$ cat config.mk
export PLATFORM = sky130hd
export DESIGN_NAME = mips_mc_control
export DESIGN_NICKNAME = d
export VERILOG_FILES = /design/src/rtl/mips_mc_pkg.sv /design/src/rtl/mc_wait_timer.sv /design/src/rtl/mips_mc_control.sv
export SDC_FILE = /design/constraint.sdc
export NUM_CORES = 1
export LEC_CHECK = 0
export ABC_AREA = 1
export CAP_MARGIN = 20
export CELL_PAD_IN_SITES_DETAIL_PLACEMENT = 1
export CELL_PAD_IN_SITES_GLOBAL_PLACEMENT = 2
export CORE_ASPECT_RATIO = 0.9
export CORE_MARGIN = 1.5
export CORE_UTILIZATION = 19
export CTS_CLUSTER_SIZE = 8
export DETAILED_ROUTE_END_ITERATION = 12
export PLACE_DENSITY = 0.74
export SLEW_MARGIN = 20
export SYNTH_ARGS = -nofsm -noshare
export SYNTH_HDL_FRONTEND = slang
export SYNTH_SLANG_ARGS = --single-unit
$ cat constraint.sdc
create_clock -name i_clk -period 1.5 [get_ports i_clk]
set_clock_uncertainty 0.2 [all_clocks]
set_input_delay 0.15 -clock i_clk [delete_from_list [all_inputs] [get_ports i_clk]]
set_output_delay 0.15 -clock i_clk [all_outputs]
set_load 0.02 [all_outputs]
$ cat src/rtl/mips_mc_pkg.sv
// Shared encodings for the multi-cycle MIPS control unit: opcodes, FSM state codes,
// ALU-op codes and the ALU source-B / PC source mux selects.
package mips_mc_pkg;

  localparam int unsigned OPC_W   = 6;
  localparam int unsigned STATE_W = 4;

  localparam logic [OPC_W-1:0] OP_RTYPE = 6'h00;
  localparam logic [OPC_W-1:0] OP_J     = 6'h02;
  localparam logic [OPC_W-1:0] OP_JAL   = 6'h03;
  localparam logic [OPC_W-1:0] OP_BEQ   = 6'h04;
  localparam logic [OPC_W-1:0] OP_BNE   = 6'h05;
  localparam logic [OPC_W-1:0] OP_ADDI  = 6'h08;
  localparam logic [OPC_W-1:0] OP_ADDIU = 6'h09;
  localparam logic [OPC_W-1:0] OP_SLTI  = 6'h0A;
  localparam logic [OPC_W-1:0] OP_ANDI  = 6'h0C;
  localparam logic [OPC_W-1:0] OP_ORI   = 6'h0D;
  localparam logic [OPC_W-1:0] OP_XORI  = 6'h0E;
  localparam logic [OPC_W-1:0] OP_LW    = 6'h23;
  localparam logic [OPC_W-1:0] OP_SW    = 6'h2B;

  typedef enum logic [STATE_W-1:0] {
    S_FETCH  = 4'd0,
    S_DECODE = 4'd1,
    S_MEMADR = 4'd2,
    S_MEMRD  = 4'd3,
    S_MEMWB  = 4'd4,
    S_MEMWR  = 4'd5,
    S_EXEC   = 4'd6,
    S_ALUWB  = 4'd7,
    S_BRANCH = 4'd8,
    S_IEXEC  = 4'd9,
    S_IWB    = 4'd10,
    S_JUMP   = 4'd11,
    S_FAULT  = 4'd12,
    S_JAL    = 4'd13
  } state_t;

  // ALU-op codes; IMM2 is the shared immediate-logic code of the narrow encoding
  localparam logic [2:0] ALUOP_ADD   = 3'd0;
  localparam logic [2:0] ALUOP_SUB   = 3'd1;
  localparam logic [2:0] ALUOP_FUNCT = 3'd2;
  localparam logic [2:0] ALUOP_SLT   = 3'd3;
  localparam logic [2:0] ALUOP_AND   = 3'd4;
  localparam logic [2:0] ALUOP_OR    = 3'd5;
  localparam logic [2:0] ALUOP_XOR   = 3'd6;
  localparam logic [2:0] ALUOP_IMM2  = 3'd3;

  localparam logic [1:0] SRCB_REG    = 2'b00;
  localparam logic [1:0] SRCB_FOUR   = 2'b01;
  localparam logic [1:0] SRCB_IMM    = 2'b10;
  localparam logic [1:0] SRCB_BRANCH = 2'b11;

  localparam logic [1:0] PCSRC_ALU    = 2'b00;
  localparam logic [1:0] PCSRC_BRANCH = 2'b01;
  localparam logic [1:0] PCSRC_JUMP   = 2'b10;

endpackage

$ cat src/rtl/mc_wait_timer.sv
// Memory-handshake wait counter: counts held cycles and flags the last allowed one.
// WAIT_MAX = 0 disables the limit entirely.
module mc_wait_timer #(
  parameter int unsigned WAIT_MAX = 16
) (
  input  logic i_clk,
  input  logic i_rst,
  input  logic i_hold,
  output logic o_expire_c
);

  if (WAIT_MAX > 0) begin : g_timer
    localparam int unsigned CNT_W = (WAIT_MAX > 1) ? $clog2(WAIT_MAX) : 1;

    logic [CNT_W-1:0] r_cnt;

    // Any cycle that is not a plain hold restarts the count for the next wait state
    always_ff @(posedge i_clk or posedge i_rst) begin
      if (i_rst) begin
        r_cnt <= '0;
      end else if (i_hold) begin
        r_cnt <= r_cnt + CNT_W'(1);
      end else begin
        r_cnt <= '0;
      end
    end

    assign o_expire_c = (r_cnt == CNT_W'(WAIT_MAX - 1));
  end else begin : g_no_timer
    assign o_expire_c = 1'b0;
  end

endmodule

$ cat src/rtl/mips_mc_control.sv
// Multi-cycle MIPS main control FSM with memory wait timeout.
// Optional MIPS_MC_JAL_EN adds the JAL link-and-jump state.
module mips_mc_control
  import mips_mc_pkg::*;
#(
  parameter int unsigned ALUOP_W  = 2,
  parameter int unsigned WAIT_MAX = 16
) (
  input  logic               i_clk,
  input  logic               i_rst,
  input  logic [OPC_W-1:0]   i_opcode,
  input  logic               i_memReady,
  output logic               o_memReq,
  output logic               o_memRead,
  output logic               o_memWrite,
  output logic               o_iorD,
  output logic               o_irWrite,
  output logic               o_pcWrite,
  output logic               o_branch,
  output logic               o_bne,
  output logic               o_regDst,
  output logic               o_memToReg,
  output logic               o_regWrite,
  output logic               o_aluSrcA,
  output logic               o_extOp,
  output logic               o_link,
  output logic               o_fault,
  output logic [1:0]         o_aluSrcB,
  output logic [1:0]         o_pcSrc,
  output logic [ALUOP_W-1:0] o_aluOp,
  output logic [STATE_W-1:0] o_state
);

  state_t     r_state;
  state_t     w_next;
  logic       w_expire;
  logic       w_hold;
  logic [2:0] w_imm_op;

  always_ff @(posedge i_clk or posedge i_rst) begin
    if (i_rst) begin
      r_state <= S_FETCH;
    end else begin
      r_state <= w_next;
    end
  end

  assign w_hold = ((r_state == S_FETCH) || (r_state == S_MEMRD) || (r_state == S_MEMWR))
                  && !i_memReady && !w_expire;

  mc_wait_timer #(
    .WAIT_MAX (WAIT_MAX)
  ) u_wait_timer (
    .i_clk      (i_clk),
    .i_rst      (i_rst),
    .i_hold     (w_hold),
    .o_expire_c (w_expire)
  );

  // Full-width immediate op; the narrow encoding folds every logic op onto IMM2
  always_comb begin
    w_imm_op = ALUOP_ADD;
    case (i_opcode)
      OP_SLTI: w_imm_op = ALUOP_SLT;
      OP_ANDI: w_imm_op = ALUOP_AND;
      OP_ORI:  w_imm_op = ALUOP_OR;
      OP_XORI: w_imm_op = ALUOP_XOR;
      default: w_imm_op = ALUOP_ADD;
    endcase
  end

  always_comb begin
    w_next     = r_state;
    o_memReq   = 1'b0;
    o_memRead  = 1'b0;
    o_memWrite = 1'b0;
    o_iorD     = 1'b0;
    o_irWrite  = 1'b0;
    o_pcWrite  = 1'b0;
    o_branch   = 1'b0;
    o_bne      = 1'b0;
    o_regDst   = 1'b0;
    o_memToReg = 1'b0;
    o_regWrite = 1'b0;
    o_aluSrcA  = 1'b0;
    o_extOp    = 1'b0;
`ifdef MIPS_MC_JAL_EN
    o_link     = 1'b0;
`endif
    o_fault    = 1'b0;
    o_aluSrcB  = SRCB_REG;
    o_pcSrc    = PCSRC_ALU;
    o_aluOp    = ALUOP_W'(ALUOP_ADD);
    o_state    = r_state;

    // Reset silences every control line so an in-flight access is dropped at once
    if (!i_rst) begin
      case (r_state)
        S_FETCH: begin
          o_memReq  = 1'b1;
          o_memRead = 1'b1;
          o_aluSrcB = SRCB_FOUR;
          o_irWrite = i_memReady;
          o_pcWrite = i_memReady;
          if (i_memReady)    w_next = S_DECODE;
          else if (w_expire) w_next = S_FAULT;
        end
        S_DECODE: begin
          o_aluSrcB = SRCB_BRANCH;
          case (i_opcode)
            OP_LW, OP_SW:     w_next = S_MEMADR;
            OP_RTYPE:         w_next = S_EXEC;
            OP_BEQ, OP_BNE:   w_next = S_BRANCH;
            OP_ADDI, OP_ADDIU, OP_SLTI,
            OP_ANDI, OP_ORI, OP_XORI: w_next = S_IEXEC;
            OP_J:             w_next = S_JUMP;
`ifdef MIPS_MC_JAL_EN
            OP_JAL:           w_next = S_JAL;
`endif
            default:          w_next = S_FETCH;
          endcase
        end
        S_MEMADR: begin
          o_aluSrcA = 1'b1;
          o_aluSrcB = SRCB_IMM;
          w_next    = (i_opcode == OP_LW) ? S_MEMRD : S_MEMWR;
        end
        S_MEMRD: begin
          o_memReq  = 1'b1;
          o_memRead = 1'b1;
          o_iorD    = 1'b1;
          if (i_memReady)    w_next = S_MEMWB;
          else if (w_expire) w_next = S_FAULT;
        end
        S_MEMWB: begin
          o_memToReg = 1'b1;
          o_regWrite = 1'b1;
          w_next     = S_FETCH;
        end
        S_MEMWR: begin
          o_memReq   = 1'b1;
          o_memWrite = 1'b1;
          o_iorD     = 1'b1;
          if (i_memReady)    w_next = S_FETCH;
          else if (w_expire) w_next = S_FAULT;
        end
        S_EXEC: begin
          o_aluSrcA = 1'b1;
          o_aluOp   = ALUOP_W'(ALUOP_FUNCT);
          w_next    = S_ALUWB;
        end
        S_ALUWB: begin
          o_regDst   = 1'b1;
          o_regWrite = 1'b1;
          w_next     = S_FETCH;
        end
        S_BRANCH: begin
          o_aluSrcA = 1'b1;
          o_aluOp   = ALUOP_W'(ALUOP_SUB);
          o_pcSrc   = PCSRC_BRANCH;
          o_branch  = (i_opcode == OP_BEQ);
          o_bne     = (i_opcode == OP_BNE);
          w_next    = S_FETCH;
        end
        S_IEXEC: begin
          o_aluSrcA = 1'b1;
          o_aluSrcB = SRCB_IMM;
          o_extOp   = (i_opcode == OP_ANDI) || (i_opcode == OP_ORI) || (i_opcode == OP_XORI);
          if (ALUOP_W == 3)                o_aluOp = ALUOP_W'(w_imm_op);
          else if (w_imm_op == ALUOP_ADD)  o_aluOp = ALUOP_W'(ALUOP_ADD);
          else                             o_aluOp = ALUOP_W'(ALUOP_IMM2);
          w_next = S_IWB;
        end
        S_IWB: begin
          o_regWrite = 1'b1;
          w_next     = S_FETCH;
        end
        S_JUMP: begin
          o_pcSrc   = PCSRC_JUMP;
          o_pcWrite = 1'b1;
          w_next    = S_FETCH;
        end
        S_FAULT: begin
          o_fault = 1'b1;
          w_next  = S_FAULT;
        end
`ifdef MIPS_MC_JAL_EN
        S_JAL: begin
          o_pcSrc    = PCSRC_JUMP;
          o_pcWrite  = 1'b1;
          o_regWrite = 1'b1;
          o_link     = 1'b1;
          w_next     = S_FETCH;
        end
`endif
        default: w_next = S_FETCH;
      endcase
    end
  end

`ifndef MIPS_MC_JAL_EN
  assign o_link = 1'b0;
`endif

endmodule

==> run_results.csv, run 1 <==
group,metric,value,unit
sta,grt_setup_unrepaired,"true",
critical_path,rr_startpoint,"o_state[1]$_DFFE_PP0N_",
power,p_seq_share,12.6,%
power,switching_power,1.430,mW
clock_tree,clockBufferDepth,2,
job,maxCapViolCount,0,
clock_tree,cts.root.buffer_cell,"clkbuf_8",
power,pwr-share-comb,79.1,%
floorplanning,die_h,68.33,um
hold_path,hp-class,"input port to async pin",
grt,antenna_found_initial,0,
placement,port_buffers,32,
layout,finalNetCount,255,
layout,multi_input_area,904.6,um2
power,power.share.clock,8.2,%
power,power_density,1437,nW/um2
clock_tree,clock_latency,0.23,ns
detailed_routing,drt_iter0_drc,30,
floorplanning,ios,34,
floorplanning,initial_core_util,19.94,%
floorplanning,die_area,5164,um2
critical_path,criticalPathCategory,"flip-flop to output pin",
placement,dpl.cell_count,289,
layout,final_common_cell,"buf_4",
layout,final_util,47.60,%
clock_tree,clkTransAtPathRegs,0.04,ns
critical_path,r2r_cells,12,
logic_synthesis,synth_area,900.9,um2
grt,overflow,0,
sta,setup_violations,29,
layout,design_area,2151,um2
grt,grtUsageMet1,20.95,%
power,p_sw_share,46.27,%
logic_synthesis,synth_area_leaders,"dfrtp_1 22%, nand2_1 14%, nor2_1 12%, nand3_1 8.3%, inv_1 5.8%",
layout,register_area,205.2,um2
placement,gp_congestion,0.8579,
placement,place_area,1794,um2
critical_path,critical_path.endpoint_type,"output pin",
clock_tree,numCtsBuffers,3,
critical_path,max_stage_delay,0.49,ns
grt,grt_pass1_wl,6513,um
logic_synthesis,ys_ff_latch,8,
detailed_routing,drc,0,
sta,fin_tns_setup,-5.640,ns
detailed_routing,routed_via_density,4.367,
detailed_routing,postRouteAntennaNets,0,
logic_synthesis,synth-seq-area-share,22.22,%
grt,first_global_vias,1377,
grt,track_usage,16.69,%
outcome,status,"finished with violations",
outcome,violations,"negative setup slack",
logic_synthesis,avgSynthCellArea,5.966,um2
power,finalPower,3.091,mW
grt,grt-busiest-layer,"met2",
detailed_routing,drt-pass1-iter-count,4,
critical_path,worstPathMaxFanout,7,
layout,final_cell_mix,"52 x buf_4, 28 x buf_6, 25 x nand2_1",
floorplanning,core-area,4518,um2
detailed_routing,wl_per_cell,13.22,um
clock_tree,cts_sinks,8,
critical_path,r2r-end,"o_state[3]$_DFFE_PP0N_",
floorplanning,die_x,75.58,um
logic_synthesis,synth_top_area_share,22.22,%
floorplanning,rows,23,
layout,syn_to_final_growth,138.7,%
logic_synthesis,syn_nets,161,
critical_path,crit_required,1.15,ns
power,peakVddDrop,0.0005392,V
grt,grtUsageMet3,1.767,%
critical_path,arrival,1.42,ns
critical_path,r2r_slack,-0.22,ns
sta,post-route-period-util,118.0,%
sta,maxSlewViolCount,0,
clock_tree,cts_htree_levels,1,
layout,stdcell_count,305,
grt,grt_max_degree,14,
critical_path,cp_slowest_cell,"dfrtp_2",
sta,finalHoldViolations,0,
placement,dp_hpwl,3150,um
power,p_int,1.661,mW
sta,fmax,565.0,MHz
detailed_routing,num_vias,1332,
logic_synthesis,yosysWarnings,0,
power,cellLeakagePower,1.060,nW
critical_path,cp_cell_sequence,"nor2_4, buf_4, nand2_4, a31oi_4, buf_6",
layout,fill_cells,559,
detailed_routing,wirelength,4033,um
logic_synthesis,synth.distinct_cells,28,
layout,diodes,0,
critical_path,critPathLaunchType,"flip-flop",
sta,min_period,1.770,ns
grt,grt_use_met2,31.03,%
sta,setup_ws,-0.2698,ns
layout,final_layout_size_suffix_gt1_share,65.84,%
logic_synthesis,synthesis.instances,151,
logic_synthesis,yosys.area.top_type,"dfrtp_1",
clock_tree,cts_tree,"done",
-- final cells by class --
type,instances,area share (%)
Clock buffer,3,1.920
Tap cell,62,3.607
Sequential cell,8,9.540
Multi-Input combinational cell,118,42.06
Timing Repair Buffer,93,38.63
Inverter,21,4.247
-- sequential cells by signal (all words and copies together), names as in the netlist --
name and count:
u_wait_timer.g_timer.r_cnt 4, o_state 4
-- critical path, delay by kind of cell, from the launching register on --
family	cells	cell delay (ns)
compound gates	1	0.19
simple gates	2	0.24
buf+inv	2	0.28
flops	1	0.49
-- cells by family (layout without fill, tap and decap cells) --
group	Yosys count	count (layout)	share of synthesized area (%)
other	1	1	0.4163
and+or+nand+nor	101	101	54.17
buffers and inverters	25	117	11.81
xor gates and xnor gates	2	2	1.945
DFF	8	8	22.22
adders and majority gates	1	1	1.389
AOI/OAI and AO/OA	13	13	8.057
-- cells in the mapped netlist (all sizes together) --
cell	instances
a31oi	1
nand3	17
xor2	1
buf	3
clkbuf	1
xnor2	1
nand2	42
nor3	4
o31ai	1
nor2	35
conb	1
nand3b	2
nor4	1
ha	1
o22ai	1
dfrtp	8
a21oi	7
a21boi	1
inv	21
o21ai	2
-- metal layers --
metal | vias to the layer above | wire [um] | part of all wire [%]
met5 | - | 0 | 0
met4 | 0 | 61 | 1.5
met3 | 7 | 89 | 2.2
met2 | 27 | 2139 | 53
met1 | 636 | 1742 | 43
li1 | 662 | - | -
-- worst max path at each step --
stage	start	end	slack [ns]
after detailed placement	i_opcode[5]	o_branch	-0.87
final	o_state[3]$_DFFE_PP0N_	o_aluSrcB[1]	-0.27
after CTS	o_state[3]$_DFFE_PP0N_	o_aluSrcB[1]	-0.28
after global routing	o_state[2]$_DFFE_PP0N_	o_aluSrcB[1]	-0.34
after global placement	i_opcode[5]	o_branch	-0.81
after floorplan	o_state[0]$_DFFE_PP0N_	o_regWrite	-0.11
-- through the flow --
stage,worst slack [ns],hold WS [ns]
after floorplan,-0.1109,-0.02387
after global placement,-0.8077,0.3105
after detailed placement,-0.8693,0.3268
after CTS,-0.2832,0.1761
after global routing,-0.3423,0.2027
final,-0.2698,0.1701
-- power groups by stage --
| stage | registers, mW | clock network, mW | logic, mW |
|---|---|---|---|
| floorplan | 0.404 | 0 | 0.954 |
| global placement | 0.376 | 0 | 1.80 |
| detailed placement | 0.384 | 0 | 1.84 |
| CTS | 0.386 | 0.261 | 2.32 |
| global route | 0.404 | 0.275 | 2.63 |
| finish | 0.391 | 0.254 | 2.45 |
-- repair_timing --
action / in CTS / in global routing
pin swaps: 24 / 12
setup endpoints to repair: 32 / 31
hold buffers: 0 / 0
endpoints found under the hold margin: 0 / 0
resized for setup: 169 / 23
buffers inserted: 10 / 3
(Power assumes the default switching activity.)
==> run 2: changes to the inputs <==
- ABC_CLOCK_PERIOD_IN_PS: default -> 1500
- CAP_MARGIN: 20 -> 40
==> results of run 2 <==
Final layout, timing and power as in run 1 (identical DEF).
